## src/rtl/i2c_target_pkg.sv

```systemverilog
// Shared types and constants for the I2C register target.
// Holds the FSM state encoding and the pointer increment rule.
package i2c_target_pkg;

    localparam int I2C_ADDR_W = 7;
    localparam int PTR_W      = 4;
    localparam logic [7:0] RD_OOR = 8'hFF;

    typedef enum logic [3:0] {
        S_IDLE,
        S_ADDR,
        S_ADDR_ACK,
        S_PTR,
        S_PTR_ACK,
        S_WDATA,
        S_WDATA_ACK,
        S_RDATA,
        S_RACK,
        S_WAIT
    } state_t;

    // Wrap at the last register, saturate at 15 once out of range.
    function automatic logic [PTR_W-1:0] ptr_inc(
        input logic [PTR_W-1:0] p,
        input logic [PTR_W:0]   n
    );
        logic [PTR_W:0] pe;
        pe = {1'b0, p};
        if (pe == n - (PTR_W+1)'(1)) return '0;
        if (pe >= n) return '1;
        return p + PTR_W'(1);
    endfunction

endpackage

```

## src/rtl/i2c_in_filter.sv

```systemverilog
// Synchroniser and glitch filter for one bus line.
// Produces a clean level plus single-cycle rise/fall flags.
module i2c_in_filter #(
    parameter int FILT_LEN = 3
) (
    input  logic I_clk,
    input  logic I_rst_n,
    input  logic I_in,
    output logic O_lvl,
    output logic O_rise,
    output logic O_fall
);

    localparam int CW = (FILT_LEN < 2) ? 1 : $clog2(FILT_LEN + 1);

    logic          s1, s2;
    logic          lvl_q, lvl_d1;
    logic [CW-1:0] cnt;

    // Two-flop synchroniser; idle bus level is high.
    always_ff @(posedge I_clk or negedge I_rst_n) begin
        if (!I_rst_n) begin
            s1 <= 1'b1;
            s2 <= 1'b1;
        end else begin
            s1 <= I_in;
            s2 <= s1;
        end
    end

    // Accept a new level only after FILT_LEN identical samples.
    always_ff @(posedge I_clk or negedge I_rst_n) begin
        if (!I_rst_n) begin
            lvl_q  <= 1'b1;
            lvl_d1 <= 1'b1;
            cnt    <= '0;
        end else begin
            lvl_d1 <= lvl_q;
            if (s2 == lvl_q) begin
                cnt <= '0;
            end else if (cnt == CW'(FILT_LEN - 1)) begin
                lvl_q <= s2;
                cnt   <= '0;
            end else begin
                cnt <= cnt + CW'(1);
            end
        end
    end

    assign O_lvl  = lvl_q;
    assign O_rise = lvl_q & ~lvl_d1;
    assign O_fall = ~lvl_q & lvl_d1;

endmodule

```

## src/rtl/i2c_target_regs.sv

```systemverilog
// I2C target exposing a small read/write register bank.
// SCL/SDA are oversampled on I_clk; SDA is driven open-drain via O_sda_oe.
module i2c_target_regs
    import i2c_target_pkg::*;
#(
    parameter logic [I2C_ADDR_W-1:0] DEV_ADDR = 7'h3C,
    parameter int                    REG_NUM  = 4,
    parameter int                    FILT_LEN = 3,
    parameter logic [8*REG_NUM-1:0]  RST_VAL  = 32'h0000_0001
) (
    input  logic                 I_clk,
    input  logic                 I_rst_n,
    input  logic                 I_scl,
    input  logic                 I_sda,
    output logic                 O_sda_oe,
    output logic [8*REG_NUM-1:0] O_reg_flat,
    output logic                 O_wr_stb,
    output logic [PTR_W-1:0]     O_wr_addr,
    output logic                 O_busy
);

    localparam logic [PTR_W:0] REG_CNT = (PTR_W+1)'(REG_NUM);

    logic scl_lvl, scl_rise, scl_fall;
    logic sda_lvl, sda_rise, sda_fall;
    logic start, stop;

    i2c_in_filter #(.FILT_LEN(FILT_LEN)) u_scl (
        .I_clk  (I_clk),
        .I_rst_n(I_rst_n),
        .I_in   (I_scl),
        .O_lvl  (scl_lvl),
        .O_rise (scl_rise),
        .O_fall (scl_fall)
    );

    i2c_in_filter #(.FILT_LEN(FILT_LEN)) u_sda (
        .I_clk  (I_clk),
        .I_rst_n(I_rst_n),
        .I_in   (I_sda),
        .O_lvl  (sda_lvl),
        .O_rise (sda_rise),
        .O_fall (sda_fall)
    );

    assign start = sda_fall & scl_lvl;
    assign stop  = sda_rise & scl_lvl;

    state_t           state_q, state_d;
    logic [2:0]       bit_q, bit_d;
    logic [6:0]       sh_q, sh_d;
    logic [6:0]       tx_q, tx_d;
    logic [PTR_W-1:0] ptr_q, ptr_d;
    logic [PTR_W-1:0] waddr_q, waddr_d;
    logic             rw_q, rw_d;
    logic             oe_q, oe_d;
    logic             busy_q, busy_d;
    logic             stb_q, stb_d;
    logic             pend_q, pend_d;
    logic             we;
    logic             in_range;
    logic [7:0]       rx_byte;
    logic [7:0]       rd_byte;
    logic [7:0]       regs_q [REG_NUM];

    assign rx_byte  = {sh_q, sda_lvl};
    assign in_range = {1'b0, ptr_q} < REG_CNT;

    // Read mux; unmapped pointer values read as all ones.
    always_comb begin
        rd_byte = RD_OOR;
        for (int i = 0; i < REG_NUM; i++) begin
            if (ptr_q == PTR_W'(i)) rd_byte = regs_q[i];
        end
    end

    // Protocol state and bit-level datapath registers.
    always_ff @(posedge I_clk or negedge I_rst_n) begin
        if (!I_rst_n) begin
            state_q <= S_IDLE;
            bit_q   <= '0;
            sh_q    <= '0;
            tx_q    <= '0;
            ptr_q   <= '0;
            waddr_q <= '0;
            rw_q    <= 1'b0;
            oe_q    <= 1'b0;
            busy_q  <= 1'b0;
            stb_q   <= 1'b0;
            pend_q  <= 1'b0;
        end else begin
            state_q <= state_d;
            bit_q   <= bit_d;
            sh_q    <= sh_d;
            tx_q    <= tx_d;
            ptr_q   <= ptr_d;
            waddr_q <= waddr_d;
            rw_q    <= rw_d;
            oe_q    <= oe_d;
            busy_q  <= busy_d;
            stb_q   <= stb_d;
            pend_q  <= pend_d;
        end
    end

    // Next-state logic; START/STOP override every state.
    always_comb begin
        state_d = state_q;
        bit_d   = bit_q;
        sh_d    = sh_q;
        tx_d    = tx_q;
        ptr_d   = ptr_q;
        waddr_d = waddr_q;
        rw_d    = rw_q;
        oe_d    = oe_q;
        busy_d  = busy_q;
        pend_d  = pend_q;
        stb_d   = 1'b0;
        we      = 1'b0;
        if (start) begin
            state_d = S_ADDR;
            bit_d   = '0;
            sh_d    = '0;
            oe_d    = 1'b0;
            busy_d  = 1'b0;
            pend_d  = 1'b0;
        end else if (stop) begin
            state_d = S_IDLE;
            bit_d   = '0;
            oe_d    = 1'b0;
            busy_d  = 1'b0;
            pend_d  = 1'b0;
        end else begin
            unique case (state_q)
                S_ADDR: begin
                    if (scl_rise) begin
                        sh_d  = rx_byte[6:0];
                        bit_d = bit_q + 3'd1;
                        if (bit_q == 3'd7) begin
                            if (rx_byte[7:1] == DEV_ADDR) begin
                                state_d = S_ADDR_ACK;
                                busy_d  = 1'b1;
                                rw_d    = rx_byte[0];
                            end else begin
                                state_d = S_WAIT;
                            end
                        end
                    end
                end
                S_PTR: begin
                    if (scl_rise) begin
                        sh_d  = rx_byte[6:0];
                        bit_d = bit_q + 3'd1;
                        if (bit_q == 3'd7) begin
                            ptr_d   = rx_byte[PTR_W-1:0];
                            state_d = S_PTR_ACK;
                        end
                    end
                end
                S_WDATA: begin
                    if (scl_rise) begin
                        sh_d  = rx_byte[6:0];
                        bit_d = bit_q + 3'd1;
                        if (bit_q == 3'd7) begin
                            if (in_range) begin
                                we      = 1'b1;
                                stb_d   = 1'b1;
                                waddr_d = ptr_q;
                            end
                            ptr_d   = ptr_inc(ptr_q, REG_CNT);
                            state_d = S_WDATA_ACK;
                        end
                    end
                end
                S_ADDR_ACK: begin
                    if (scl_fall) begin
                        if (!oe_q) begin
                            oe_d = 1'b1;
                        end else if (rw_q) begin
                            tx_d    = rd_byte[6:0];
                            oe_d    = ~rd_byte[7];
                            bit_d   = '0;
                            state_d = S_RDATA;
                        end else begin
                            oe_d    = 1'b0;
                            bit_d   = '0;
                            state_d = S_PTR;
                        end
                    end
                end
                S_PTR_ACK, S_WDATA_ACK: begin
                    if (scl_fall) begin
                        if (!oe_q) begin
                            oe_d = 1'b1;
                        end else begin
                            oe_d    = 1'b0;
                            bit_d   = '0;
                            state_d = S_WDATA;
                        end
                    end
                end
                S_RDATA: begin
                    if (scl_fall) begin
                        if (pend_q) begin
                            pend_d = 1'b0;
                            tx_d   = rd_byte[6:0];
                            oe_d   = ~rd_byte[7];
                            bit_d  = '0;
                        end else if (bit_q == 3'd7) begin
                            oe_d    = 1'b0;
                            state_d = S_RACK;
                        end else begin
                            tx_d  = {tx_q[5:0], 1'b0};
                            oe_d  = ~tx_q[6];
                            bit_d = bit_q + 3'd1;
                        end
                    end
                end
                S_RACK: begin
                    if (scl_rise) begin
                        if (!sda_lvl) begin
                            ptr_d   = ptr_inc(ptr_q, REG_CNT);
                            pend_d  = 1'b1;
                            state_d = S_RDATA;
                        end else begin
                            state_d = S_WAIT;
                        end
                    end
                end
                S_IDLE, S_WAIT: begin
                    state_d = state_q;
                end
                default: state_d = S_IDLE;
            endcase
        end
    end

    // Register bank, written from the completed data byte.
    always_ff @(posedge I_clk or negedge I_rst_n) begin
        if (!I_rst_n) begin
            for (int i = 0; i < REG_NUM; i++) begin
                regs_q[i] <= RST_VAL[8*i +: 8];
            end
        end else if (we) begin
            for (int i = 0; i < REG_NUM; i++) begin
                if (ptr_q == PTR_W'(i)) regs_q[i] <= rx_byte;
            end
        end
    end

    // Flatten the bank onto the output bus.
    always_comb begin
        O_reg_flat = '0;
        for (int i = 0; i < REG_NUM; i++) begin
            O_reg_flat[8*i +: 8] = regs_q[i];
        end
    end

    assign O_sda_oe  = oe_q;
    assign O_wr_stb  = stb_q;
    assign O_wr_addr = waddr_q;
    assign O_busy    = busy_q;

endmodule

```

## config.mk

```make
export PLATFORM = sky130hd
export DESIGN_NAME = i2c_target_regs
export DESIGN_NICKNAME = d
export VERILOG_FILES = /design/src/rtl/i2c_target_pkg.sv /design/src/rtl/i2c_in_filter.sv /design/src/rtl/i2c_target_regs.sv
export SDC_FILE = /design/constraint.sdc
export NUM_CORES = 1
export LEC_CHECK = 0
export ABC_AREA = 1
export CAP_MARGIN = 20
export CORE_UTILIZATION = 25
export CTS_CLUSTER_DIAMETER = 30
export DETAILED_ROUTE_END_ITERATION = 8
export MAX_ROUTING_LAYER = met4
export PLACE_DENSITY = 0.47
export SLEW_MARGIN = 15
export SYNTH_ARGS = -nofsm -noshare
export SYNTH_HDL_FRONTEND = slang
export SYNTH_SLANG_ARGS = --single-unit
```

## constraint.sdc

```tcl
create_clock -name I_clk -period 1.7 [get_ports I_clk]
set_clock_uncertainty 0.2 [all_clocks]
set_input_delay 0.255 -clock I_clk [delete_from_list [all_inputs] [get_ports I_clk]]
set_output_delay 0.255 -clock I_clk [all_outputs]
set_load 0.005 [all_outputs]
```

==> results_dict.tcl <==
set metrics [dict create \
    cpPeakStageDelay_ps 580 \
    synth_top_area_cell "dfrtp_1" \
    grt_pass1_wl_mm 19.4 \
    wl_mm 12.3 \
    finalSetupViolCount 61 \
    synthFlopType "dfrtp_1" \
    vias 3828 \
    core_area_um2 15300 \
    area_growth_pct 63.1 \
    start_kind "register" \
    remaining_drc_errors 0 \
    p_leak_nw 3.19 \
    sw_frac_of_total_pct 40.9 \
    fmax_ghz 0.537 \
    path_clk_slew_ps 60 \
    cp_num_buf_inv 2 \
    crit_path_top_delay_cell "dfstp_2" \
    cts_sinks 78 \
    place_hpwl_mm 8.61 \
    syn_nets 512 \
    synth_edf_count 0 \
    die_area_um2 16300 \
    htree_levels 3 \
    crit_required_ps 1720 \
    crit_arrival_ps 1880 \
    grt_start_max_net_pins 30 \
    row_count 45 \
    synth_cells 502 \
    ys_async_sr_fraction_pct 100 \
    place_congestion 0.823 \
    dieWidth_um 128 \
    min_path_type "primary input to asynchronous set/reset pin" \
    drive_above_1_share_pct 41.3 \
    n_antenna_cell 0 \
    p_seq_share_pct 26.6 \
    hold_viol 0 \
    start_util_pct 25.7 \
    powerDensity_nw_per_um2 1440 \
    ant_nets 0 \
    utilization_pct 42.0 \
    fin_crit_ps 1860 \
    cp_max_fo 8 \
    violations "setup timing" \
    worstRegToRegCells 9 \
    worstMarginPinSlew_ps 377 \
    design_area_um2 6430 \
    fin_cells 882 \
    synth_area_leaders "dfrtp_1 (44%), nand2_1 (14%), o21ai_0 (6.5%)" \
    p_switching_mw 3.77 \
    end_kind "register" \
    peakVddDrop_v 0.000627 \
    placed_cells 807 \
    cts_tree "yes" \
    rsz0062_at_grt "true" \
    relSlewSlack_pct 74.9 \
    cts_made_buffers 9 \
    cts.path.max_buffers 2 \
    yosysSeqAreaShare_pct 49.8 \
    drv_slew 0 \
    dr.pass1.iters 4 \
    track_usage_pct 16.2 \
    layout_worst_path_cycle_share_pct 110 \
    yosysWarnings 0 \
    clock_latency_ps 350 \
    synth.most_common_cell "nand2_1" \
    ys_types 32 \
    cap_violations 0 \
    io_buffer_count 42 \
    synthesis.area_um2 3940 \
    ios 43 \
    ys_seq_elements 78 \
    clkPwrFrac_pct 21.3 \
    crit_top_cell "nand2_8" \
    via_per_inst 4.34 \
    grt-ovfl-total 0 \
    cts-root-buf "clkbuf_16" \
    status "finished with violations" \
    post-synth-top-area-fraction_pct 43.8 \
    nets 676 \
    synth_area_per_cell_um2 7.85 \
    combPwrFrac_pct 52.1 \
    p_int_mw 5.46 \
    pre_cts_slack_ps -243 \
    cp_num_cells 9 \
    crit_type "register to register" \
    crit_family "simple AND/OR/NAND/NOR gates" \
    crit_chain "inv_4 > nand3_4 > nand2_8 > nor2_4 > and2_4 > buf_12 > nand2_8 > nand2_2 > o21ai_1" \
    routedWlPerCell_um 13.9 \
    drt_iter0_drc 147 \
    post_dp_cell_area_um2 5090 \
    dieHeight_um 128 \
    synthTopCellsByCount "nand2_1 (150), dfrtp_1 (69), nor2_1 (52)" \
    antenna_found_initial 0 \
    grt_pass1_vias 3695 \
    final_critical_path_setup_slack_ps -164 \
]
==> kinds of logic after synthesis <==
family	after synthesis	share of synthesized area, %
buffers and inverters	65	7.46
DFF	78	49.8
adders and majority gates	6	1.90
AOI/OAI and AO/OA	87	11.9
and+or+nand+nor	264	28.5
xor gates and xnor gates	2	0.444
==> final timing paths <==
path | start | endpoint | slack [ps]
max reg2reg | u_sda.O_lvl$_DFFE_PN1P_ | O_reg_flat[1]$_DFFE_PN0P_ | -160
min reg2reg | u_scl.s1$_DFF_PN1_ | u_scl.s2$_DFF_PN1_ | 150
max in group asynchronous | I_rst_n | O_reg_flat[22]$_DFFE_PN0P_ | 670
min in group I_clk | I_scl | u_scl.s1$_DFF_PN1_ | 120
min | I_rst_n | bit_q[1]$_DFFE_PN0P_ | 90
max | u_sda.O_lvl$_DFFE_PN1P_ | O_reg_flat[1]$_DFFE_PN0P_ | -160
==> placed cells by master (no fill, tap or decap), drive strengths merged, types with 9 or more instances in the layout <==
master and n:
o21ai 70, dfstp 9, inv 52, a21oi 9, nor3 11, nor2 56, nand2 157, dfrtp 69
clkdlybuf4s50 28, nand3 37, clkbuf 12, buf 122
==> cell type report <==
type,instances,area (um^2)
repair buffers,164,1490
clock buffers,12,246
multi-input cells,361,2200
inverters,52,215
well taps,211,264
clock inverters,4,47.5
flip-flops and latches,78,1970
fillers,1531,8890
==> repair_timing <==
item                                    4_1_cts  5_1_grt
hold buffers                                  1        0
endpoints found under the hold margin        70        0
gates resized for setup                      94       95
cloned                                        2        1
endpoints found under the setup margin       92       76
pin swaps                                    26       23
buffers inserted                             43       13
==> metal layers <==
layer / wire (um) / GRT usage (%) / vias to the layer above
met5: 0 / - / -
met4: 247 / 7.27 / 0
met3: 507 / 2.64 / 18
met2: 5660 / 24.0 / 64
met1: 5890 / 21.9 / 1787
li1: - / - / 1959
==> sequential cells by signal, summed over array words and instances, names as in the netlist, 2 cells and up <==
| register | cells |
|---|---|
| state_q | 4 |
| bit_q | 3 |
| tx_q | 7 |
| O_reg_flat | 32 |
| sh_q | 7 |
| u_sda.cnt | 2 |
| ptr_q | 4 |
| u_scl.cnt | 2 |
| O_wr_addr | 4 |
==> metrics by stage <==
stage	hold slack, ps	power, mW	setup TNS, ps
2_1_floorplan	-241	4.41	-3440
3_3_place_gp	-104	5.97	-7460
3_5_place_dp	-101	5.98	-8430
4_1_cts	84.5	8.82	-4390
5_1_grt	88.8	9.87	-12050
6_report	88.7	9.23	-5900
==> power by group through the flow <==
| stage | Clock [mW] | Combinational [mW] | Sequential, mW |
|---|---|---|---|
| global route | 2.08 | 5.29 | 2.50 |
| CTS | 2.01 | 4.38 | 2.43 |
| finish | 1.97 | 4.81 | 2.46 |
| global placement | 0 | 3.52 | 2.45 |
| floorplan | 0 | 1.97 | 2.44 |
| detailed placement | 0 | 3.52 | 2.46 |
No activity file was read; power rests on OpenSTA's default activity.
